$ cat config.mk
export PLATFORM = sky130hd
export DESIGN_NAME = pattern_mem_arbiter_flat
export DESIGN_NICKNAME = d
export VERILOG_FILES = /design/src/rtl/pattern_mem_arbiter_if.sv /design/src/rtl/pattern_mem_arbiter.sv /design/src/flat_wrapper.sv
export SDC_FILE = /design/constraint.sdc
export NUM_CORES = 1
export LEC_CHECK = 0
export ABC_CLOCK_PERIOD_IN_PS = 3900
export CAP_MARGIN = 20
export CORE_MARGIN = 4
export CORE_UTILIZATION = 45
export DETAILED_ROUTE_END_ITERATION = 12
export HOLD_SLACK_MARGIN = 0.05
export PLACE_DENSITY = 0.78
export SETUP_SLACK_MARGIN = 0.15
export SYNTH_ARGS = -nofsm -noshare
export SYNTH_HDL_FRONTEND = slang
export SYNTH_SLANG_ARGS = --single-unit
$ cat constraint.sdc
create_clock -name clk -period 3.9 [get_ports clk]
set_clock_uncertainty 0.1 [all_clocks]
set_input_delay 0.585 -clock clk [delete_from_list [all_inputs] [get_ports clk]]
set_output_delay 0.585 -clock clk [all_outputs]
set_load 0.05 [all_outputs]
$ cat src/rtl/pattern_mem_arbiter_if.sv
// Bus bundle tying the pattern memory arbiter to the video fetcher, the CPU port and the pattern RAM.
interface pattern_mem_arbiter_if #(
  parameter int ADDR_W = 12,
  parameter int DATA_W = 16,
  parameter int WAIT_W = 8
);
  logic              vid_req;
  logic [ADDR_W-1:0] vid_addr;
  logic              vid_valid;
  logic [DATA_W-1:0] vid_data;
  logic              cpu_req;
  logic              cpu_we;
  logic [ADDR_W-1:0] cpu_addr;
  logic [DATA_W-1:0] cpu_wdata;
  logic              cpu_ack;
  logic [DATA_W-1:0] cpu_rdata;
  logic [ADDR_W-1:0] mem_addr;
  logic              mem_we;
  logic [DATA_W-1:0] mem_wdata;
  logic [DATA_W-1:0] mem_rdata;
  logic              starve;
  logic [WAIT_W-1:0] wait_max;

  // Arbiter side: consumes requests and RAM read data, drives everything else.
  modport slave (
    input  vid_req, vid_addr, cpu_req, cpu_we, cpu_addr, cpu_wdata, mem_rdata,
    output vid_valid, vid_data, cpu_ack, cpu_rdata, mem_addr, mem_we, mem_wdata,
           starve, wait_max
  );

  // Requester/RAM side: the mirror image of the arbiter view.
  modport master (
    output vid_req, vid_addr, cpu_req, cpu_we, cpu_addr, cpu_wdata, mem_rdata,
    input  vid_valid, vid_data, cpu_ack, cpu_rdata, mem_addr, mem_we, mem_wdata,
           starve, wait_max
  );
endinterface

$ cat src/rtl/pattern_mem_arbiter.sv
// Shares one single-port pattern RAM between the hard real-time video tile fetcher (always wins)
// and the CPU port (req/ack, idle slots only), and tracks how long the CPU is kept waiting.
module pattern_mem_arbiter #(
  parameter int ADDR_W       = 12,
  parameter int DATA_W       = 16,
  parameter int RD_LAT       = 1,
  parameter int WAIT_W       = 8,
  parameter int STARVE_LIMIT = 200
) (
  input logic                  clk,
  input logic                  rst_n,
  pattern_mem_arbiter_if.slave bus
);

  localparam int                CNT_W      = $clog2(RD_LAT + 1);
  localparam logic [CNT_W-1:0]  RD_LAT_CNT = CNT_W'(RD_LAT);
  localparam logic [WAIT_W-1:0] WAIT_SAT   = '1;
  localparam logic [WAIT_W-1:0] STARVE_THR = WAIT_W'(STARVE_LIMIT);

  typedef enum logic [1:0] {IDLE, WR_ACK, RD_WAIT, RD_ACK} cpu_state_t;

  cpu_state_t        state;
  logic [CNT_W-1:0]  rd_cnt;
  logic [RD_LAT:0]   vid_tag;
  logic [WAIT_W-1:0] wait_cnt;
  logic [WAIT_W-1:0] wait_next;
  logic              vid_win;
  logic              cpu_win;
  logic [ADDR_W-1:0] grant_addr;

  // Fixed-priority grant: video first, CPU only when nothing of its own is outstanding.
  always_comb begin
    vid_win    = bus.vid_req;
    cpu_win    = !bus.vid_req && (state == IDLE) && bus.cpu_req;
    grant_addr = vid_win ? bus.vid_addr : bus.cpu_addr;
  end

  // Next CPU wait length: grows only while an idle CPU is blocked by video, saturating.
  always_comb begin
    wait_next = wait_cnt;
    if (!bus.cpu_req || cpu_win) begin
      wait_next = '0;
    end else if ((state == IDLE) && vid_win && (wait_cnt != WAIT_SAT)) begin
      wait_next = wait_cnt + 1'b1;
    end
  end

  // Register the winner onto the RAM port; with no winner the address is left where it was.
  always_ff @(posedge clk or negedge rst_n) begin
    if (!rst_n) begin
      bus.mem_addr  <= '0;
      bus.mem_we    <= 1'b0;
      bus.mem_wdata <= '0;
    end else begin
      bus.mem_we <= 1'b0;
      if (vid_win || cpu_win) begin
        bus.mem_addr <= grant_addr;
      end
      if (cpu_win && bus.cpu_we) begin
        bus.mem_we    <= 1'b1;
        bus.mem_wdata <= bus.cpu_wdata;
      end
    end
  end

  // Tag each video issue and return its read word RD_LAT+1 cycles later, in issue order.
  always_ff @(posedge clk or negedge rst_n) begin
    if (!rst_n) begin
      vid_tag       <= '0;
      bus.vid_valid <= 1'b0;
      bus.vid_data  <= '0;
    end else begin
      vid_tag       <= {vid_tag[RD_LAT-1:0], vid_win};
      bus.vid_valid <= vid_tag[RD_LAT];
      if (vid_tag[RD_LAT]) begin
        bus.vid_data <= bus.mem_rdata;
      end
    end
  end

  // CPU access sequencer: one access at a time, ACK registered, read word captured as it returns.
  always_ff @(posedge clk or negedge rst_n) begin
    if (!rst_n) begin
      state         <= IDLE;
      rd_cnt        <= '0;
      bus.cpu_ack   <= 1'b0;
      bus.cpu_rdata <= '0;
    end else begin
      bus.cpu_ack <= 1'b0;
      case (state)
        IDLE: begin
          if (cpu_win) begin
            if (bus.cpu_we) begin
              state       <= WR_ACK;
              bus.cpu_ack <= 1'b1;
            end else begin
              state  <= RD_WAIT;
              rd_cnt <= RD_LAT_CNT;
            end
          end
        end
        WR_ACK: state <= IDLE;
        RD_WAIT: begin
          if (rd_cnt == '0) begin
            state         <= RD_ACK;
            bus.cpu_ack   <= 1'b1;
            bus.cpu_rdata <= DATA_W'(bus.mem_rdata);
          end else begin
            rd_cnt <= rd_cnt - 1'b1;
          end
        end
        RD_ACK:  state <= IDLE;
        default: state <= IDLE;
      endcase
    end
  end

  // Starvation tracking; STARVE and WAIT_MAX follow the wait length as it is stored.
  always_ff @(posedge clk or negedge rst_n) begin
    if (!rst_n) begin
      wait_cnt     <= '0;
      bus.starve   <= 1'b0;
      bus.wait_max <= '0;
    end else begin
      wait_cnt   <= wait_next;
      bus.starve <= (wait_next >= STARVE_THR);
      if (wait_next > bus.wait_max) begin
        bus.wait_max <= wait_next;
      end
    end
  end

endmodule

$ cat src/flat_wrapper.sv
// flat-port wrapper written by rule: the top's interface ports become plain ports
module pattern_mem_arbiter_flat 
#(
  parameter int ADDR_W       = 12,
  parameter int DATA_W       = 16,
  parameter int RD_LAT       = 1,
  parameter int WAIT_W       = 8,
  parameter int STARVE_LIMIT = 200
)
  (clk, rst_n, bus_vid_req, bus_vid_addr, bus_cpu_req, bus_cpu_we, bus_cpu_addr, bus_cpu_wdata, bus_mem_rdata, bus_vid_valid, bus_vid_data, bus_cpu_ack, bus_cpu_rdata, bus_mem_addr, bus_mem_we, bus_mem_wdata, bus_starve, bus_wait_max);
  pattern_mem_arbiter_if #(.ADDR_W(ADDR_W), .DATA_W(DATA_W), .WAIT_W(WAIT_W)) bus_i ();
  input logic clk;
  input logic rst_n;
  input wire logic [$bits(bus_i.vid_req)-1:0] bus_vid_req;
  input wire logic [$bits(bus_i.vid_addr)-1:0] bus_vid_addr;
  input wire logic [$bits(bus_i.cpu_req)-1:0] bus_cpu_req;
  input wire logic [$bits(bus_i.cpu_we)-1:0] bus_cpu_we;
  input wire logic [$bits(bus_i.cpu_addr)-1:0] bus_cpu_addr;
  input wire logic [$bits(bus_i.cpu_wdata)-1:0] bus_cpu_wdata;
  input wire logic [$bits(bus_i.mem_rdata)-1:0] bus_mem_rdata;
  output wire logic [$bits(bus_i.vid_valid)-1:0] bus_vid_valid;
  output wire logic [$bits(bus_i.vid_data)-1:0] bus_vid_data;
  output wire logic [$bits(bus_i.cpu_ack)-1:0] bus_cpu_ack;
  output wire logic [$bits(bus_i.cpu_rdata)-1:0] bus_cpu_rdata;
  output wire logic [$bits(bus_i.mem_addr)-1:0] bus_mem_addr;
  output wire logic [$bits(bus_i.mem_we)-1:0] bus_mem_we;
  output wire logic [$bits(bus_i.mem_wdata)-1:0] bus_mem_wdata;
  output wire logic [$bits(bus_i.starve)-1:0] bus_starve;
  output wire logic [$bits(bus_i.wait_max)-1:0] bus_wait_max;
  assign bus_i.vid_req = bus_vid_req;
  assign bus_i.vid_addr = bus_vid_addr;
  assign bus_i.cpu_req = bus_cpu_req;
  assign bus_i.cpu_we = bus_cpu_we;
  assign bus_i.cpu_addr = bus_cpu_addr;
  assign bus_i.cpu_wdata = bus_cpu_wdata;
  assign bus_i.mem_rdata = bus_mem_rdata;
  assign bus_vid_valid = bus_i.vid_valid;
  assign bus_vid_data = bus_i.vid_data;
  assign bus_cpu_ack = bus_i.cpu_ack;
  assign bus_cpu_rdata = bus_i.cpu_rdata;
  assign bus_mem_addr = bus_i.mem_addr;
  assign bus_mem_we = bus_i.mem_we;
  assign bus_mem_wdata = bus_i.mem_wdata;
  assign bus_starve = bus_i.starve;
  assign bus_wait_max = bus_i.wait_max;
  pattern_mem_arbiter #(.ADDR_W(ADDR_W), .DATA_W(DATA_W), .RD_LAT(RD_LAT), .WAIT_W(WAIT_W), .STARVE_LIMIT(STARVE_LIMIT)) u_core (.clk(clk), .rst_n(rst_n), .bus(bus_i));
endmodule
==> impl_table.tex <==
\begin{tabular}{lr}
\hline
Metric & Value \\
\hline
\multicolumn{2}{l}{\textbf{Run status}} \\
\quad Status & finished clean \\
\multicolumn{2}{l}{\textbf{Cells and area}} \\
\quad Number of fill cells in the layout & between 500 and 600 \\
\quad Area delta synth->final & 46.8\% \\
\quad Non-Filler Instances & 552 \\
\quad Layout cell share with drive strength beyond 1 & 16.7\% \\
\quad Diodes inserted & 0 \\
\quad Number of nets at the end of the flow & slightly above 500 \\
\quad Final core utilization & between 60 and 70\% \\
\multicolumn{2}{l}{\textbf{Logic synthesis}} \\
\quad Netlist area before placement & between 3000 and 4000 um\^{}2 \\
\quad Register bit count reported by yosys & 85 \\
\quad Count of different cell masters after synthesis & between 40 and 50 \\
\quad Average instance area after synthesis & 12.0 um\^{}2 \\
\quad Gate count after technology mapping & between 300 and 400 \\
\quad Nets in the synthesized netlist & around 380 \\
\quad Synthesis Warnings & 0 \\
\quad Post-synthesis sequential area ratio & between 50\% and 60\% \\
\multicolumn{2}{l}{\textbf{Min path}} \\
\quad Tightest Hold Check Type & flip-flop to flip-flop \\
\quad Number of cells on the worst hold path & 0 \\
\quad Hold wc startpoint & u\_core.vid\_tag[0] \\
\quad Worst Hold Endpoint & u\_core.vid\_tag[1] \\
\multicolumn{2}{l}{\textbf{Timing}} \\
\quad Worst-case headroom to the max-slew limit & roughly half \\
\quad Final hold viol count & 0 \\
\quad Unrepaired setup endpoints after global routing & false \\
\quad Max Transition Viols Final & 0 \\
\quad Min Clock Period, post-route & between 3 and 4 ns \\
\quad Count of endpoints failing setup in the final report & 0 \\
\quad Setup TNS & 0 ns \\
\quad Max Freq & 299 MHz \\
\quad Final WS setup & about 0.55 ns \\
\quad Share of the clock period used by the worst path after layout & 85.8\% \\
\quad Least-Margin Pin Slew & 0.744 ns \\
\multicolumn{2}{l}{\textbf{Setup path}} \\
\quad Crit path required time & roughly 4.0 ns \\
\quad Worst setup path startpoint & bus\_vid\_req \\
\quad Startpoint of the worst register-to-register path & u\_core.state[1] \\
\quad Crit Path Class & primary input to flip-flop \\
\quad Kind of end point of the critical path & flip-flop \\
\quad Startpoint types & primary input \\
\quad Maximum net fanout on the critical path & 9 \\
\quad Flop2flop setup slack & about 0.77 ns \\
\quad Endpoint of the lowest-slack register-to-register path & u\_core.bus.wait\_max[7] \\
\quad Cells on worst reg2reg path & 8 \\
\quad Data arrival time at the worst-slack endpoint & roughly 3.5 ns \\
\multicolumn{2}{l}{\textbf{Clock tree}} \\
\quad Clk sinks & 85 \\
\quad Maximum level of the CTS H-tree & 3 \\
\quad Bufs on Longest Clock Path & 2 \\
\quad Source-to-sink clock delay at the later pin of the worst-skew pair & between 0.3 and 0.4 ns \\
\quad Cts bufs inserted & 9 \\
\quad Clock tree from TritonCTS & done \\
\quad Post-CTS Resized & 0 \\
\quad Buffer cell driving the clock tree root & sky130\_fd\_sc\_hd\_\_clkbuf\_8 \\
\quad Clock-pin transition on the worst setup and hold timing paths & roughly 0.080 ns \\
\multicolumn{2}{l}{\textbf{Route}} \\
\quad Overall routed net length & 8660 um \\
\quad Drt via density & 5.09 \\
\quad Via count & 2,808 \\
\quad \# DRC & 0 \\
\quad Drt initial violations & just over 80 \\
\quad Detailed-route wire length per cell & approximately 16 um \\
\quad DR pass1 iterations & 5 \\
\quad Remaining number of nets flagged by the antenna check after routing & 0 \\
\multicolumn{2}{l}{\textbf{GRT}} \\
\quad Global-route wire length before repair & about 14,000 um \\
\quad Antenna violations before repair & 0 \\
\quad Total gr overflow & 0 \\
\quad Pin count of the biggest net entering global routing & 86 \\
\quad Overall routing resource usage & $\sim$19\% \\
\quad Vias in the first global route & approximately 2,900 \\
\multicolumn{2}{l}{\textbf{Power}} \\
\quad Power per unit of standard cell area & $\sim$720 nW/um\^{}2 \\
\quad Static Leakage & between 2 and 2.5 nW \\
\quad Maximum VDD drop & $\sim$0.62 mV \\
\multicolumn{2}{l}{\textbf{Job}} \\
\quad Reported max-cap violation count & 0 \\
\multicolumn{2}{l}{\textbf{Place}} \\
\quad Worst slack at placement & around 0.20 ns \\
\quad Sum of net half-perimeters after detailed placement & about 6300 um \\
\quad Placed cells & about 530 \\
\quad Gp weighted congestion & around 0.81 \\
\quad Port Buffer Count & 132 \\
\multicolumn{2}{l}{\textbf{Floorplan}} \\
\quad Vert. Die Dim & slightly below 100 um \\
\quad Horizontal die dimension & between 90 and 100 um \\
\quad Area of the die & 9670 um\^{}2 \\
\quad I/O pin cnt & $\sim$130 \\
\quad Area of the core & 7850 um\^{}2 \\
\quad Initial Util & 46.8\% \\
\quad Number of cell rows & 32 \\
\hline
\end{tabular}
power by group:
group | switching (W) | internal [W]
Clock | 0.000314 | 0.000446
Combinational | 0.00116 | 0.000668
Sequential | 0.000149 | 0.00112
Total | 0.00163 | 0.00223
worst max-delay path: stages:
cell and delay (ns):
sky130_fd_sc_hd__clkdlybuf4s50_1 0.51, sky130_fd_sc_hd__nor3b_4 0.43, sky130_fd_sc_hd__nand3_2 0.13, sky130_fd_sc_hd__o31ai_1 0.50
sky130_fd_sc_hd__ha_1 0.35, sky130_fd_sc_hd__nand3_1 0.09, sky130_fd_sc_hd__a21boi_0 0.07, sky130_fd_sc_hd__o32a_1 0.47
sky130_fd_sc_hd__mux2_1 0.35
kinds of logic after synthesis:
kind of cell | Yosys count | synth area share, %
mux | 56 | 16.6
buf+inv | 25 | 3.03
xor+xnor | 2 | 0.477
simple gates | 95 | 12.0
compound gates | 35 | 6.88
fa+ha+maj | 9 | 3.07
flops | 85 | 57.9
metal layers:
layer / vias up / track usage [%] / wire [um]
met5: - / 0 / 0
met2: 111 / 29.4 / 4100
li1: 1331 / - / -
met4: 0 / 6.93 / 155
met3: 13 / 8.57 / 961
met1: 1353 / 22.2 / 3440
through the flow:
stage	total power, W	area (um^2)	hold slack, ns
4_1_cts	0.00390	5350	0.257
2_1_floorplan	0.00248	3670	0.189
5_1_grt	0.00405	5390	0.265
6_report	0.00386	5390	0.259
3_5_place_dp	0.00312	5110	0.248
3_3_place_gp	0.00309	5110	0.236
Yosys cell counts (all sizes together):
master  instances  share of area (%)
o31a            1               0.24
ha              9                3.1
o32a            1               0.27
o211a           1               0.27
nand2          63                6.4
buf             7                1.2
nand4b          1               0.24
a21oi           8                1.1
nand4           4               0.85
and3            2               0.34
o2111a          1               0.31
nor2b           3               0.51
and2            2               0.34
mux2i          16                4.4
nor3b           2               0.72
mux2           40                 12
nand3           5               0.95
o21ai          14                2.0
o311a           1               0.27
nand2b          1               0.17
nor3            2               0.27
o31ai           3                1.1
clkinv          1               0.10
clkbuf          7               0.75
nor2            8               0.82
a21boi          1               0.20
or2             2               0.34
inv            10                1.0
o211ai          4                1.1
xor2            2               0.48
dfrtp          85                 58
what timing repair did:
item,CTS,global route
buffers inserted,0,0
hold endpoints to repair,0,9
hold buffers,0,1
endpoints found under the setup margin,0,0
worst max path at each step:
stage | cells after the start | slack [ns] | end
5_1_grt | 11 | 0.38 | u_core.bus.wait_max[7]
3_5_place_dp | 9 | 0.20 | u_core.bus.wait_max[7]
3_3_place_gp | 10 | 0.32 | u_core.bus.wait_max[7]
4_1_cts | 9 | 0.56 | u_core.bus.wait_max[7]
6_report | 9 | 0.55 | u_core.bus.wait_max[7]
2_1_floorplan | 12 | 0.85 | u_core.bus.wait_max[7]
layout by cell type, fill, tap and decap left out, types with 3 or more instances in the layout:
| cell type | netlist | layout |
|---|---|---|
| sky130_fd_sc_hd__clkdlybuf4s50_1 | 0 | 131 |
| sky130_fd_sc_hd__dfrtp_1 | 85 | 85 |
| sky130_fd_sc_hd__nand2_1 | 63 | 63 |
| sky130_fd_sc_hd__mux2_2 | 39 | 39 |
| sky130_fd_sc_hd__mux2i_1 | 16 | 16 |
| sky130_fd_sc_hd__o21ai_0 | 13 | 13 |
| sky130_fd_sc_hd__inv_1 | 10 | 10 |
| sky130_fd_sc_hd__clkbuf_8 | 0 | 10 |
| sky130_fd_sc_hd__ha_1 | 9 | 9 |
| sky130_fd_sc_hd__a21oi_1 | 8 | 8 |
| sky130_fd_sc_hd__nor2_1 | 8 | 8 |
| sky130_fd_sc_hd__buf_4 | 1 | 8 |
| sky130_fd_sc_hd__nand3_1 | 3 | 3 |
| sky130_fd_sc_hd__nand4_1 | 3 | 3 |
| sky130_fd_sc_hd__nor2b_1 | 3 | 3 |
| sky130_fd_sc_hd__bufinv_16 | 0 | 3 |
state kept, by name, indices dropped and copies added, names as in the netlist:
register              cells
u_core.wait_cnt           8
u_core.bus.mem_addr      12
u_core.bus.cpu_ack        1
u_core.vid_tag            2
u_core.bus.mem_we         1
u_core.bus.cpu_rdata     16
u_core.rd_cnt             1
u_core.bus.mem_wdata     16
u_core.bus.starve         1
u_core.bus.wait_max       8
u_core.state              2
u_core.bus.vid_valid      1
u_core.bus.vid_data      16
layout make-up:
class                   instances  area [um^2]  share of cell area, %
repair buffers                141         1410                   26.1
clock buffers                  11          141                   2.62
inverters                      11         41.3                  0.766
flip-flops and latches         85         2130                   39.5
multi-input cells             197         1440                   26.7
well taps                     102          128                   2.37
clock inverters                 5          106                   1.97
No activity file was read; power rests on OpenSTA's default activity.
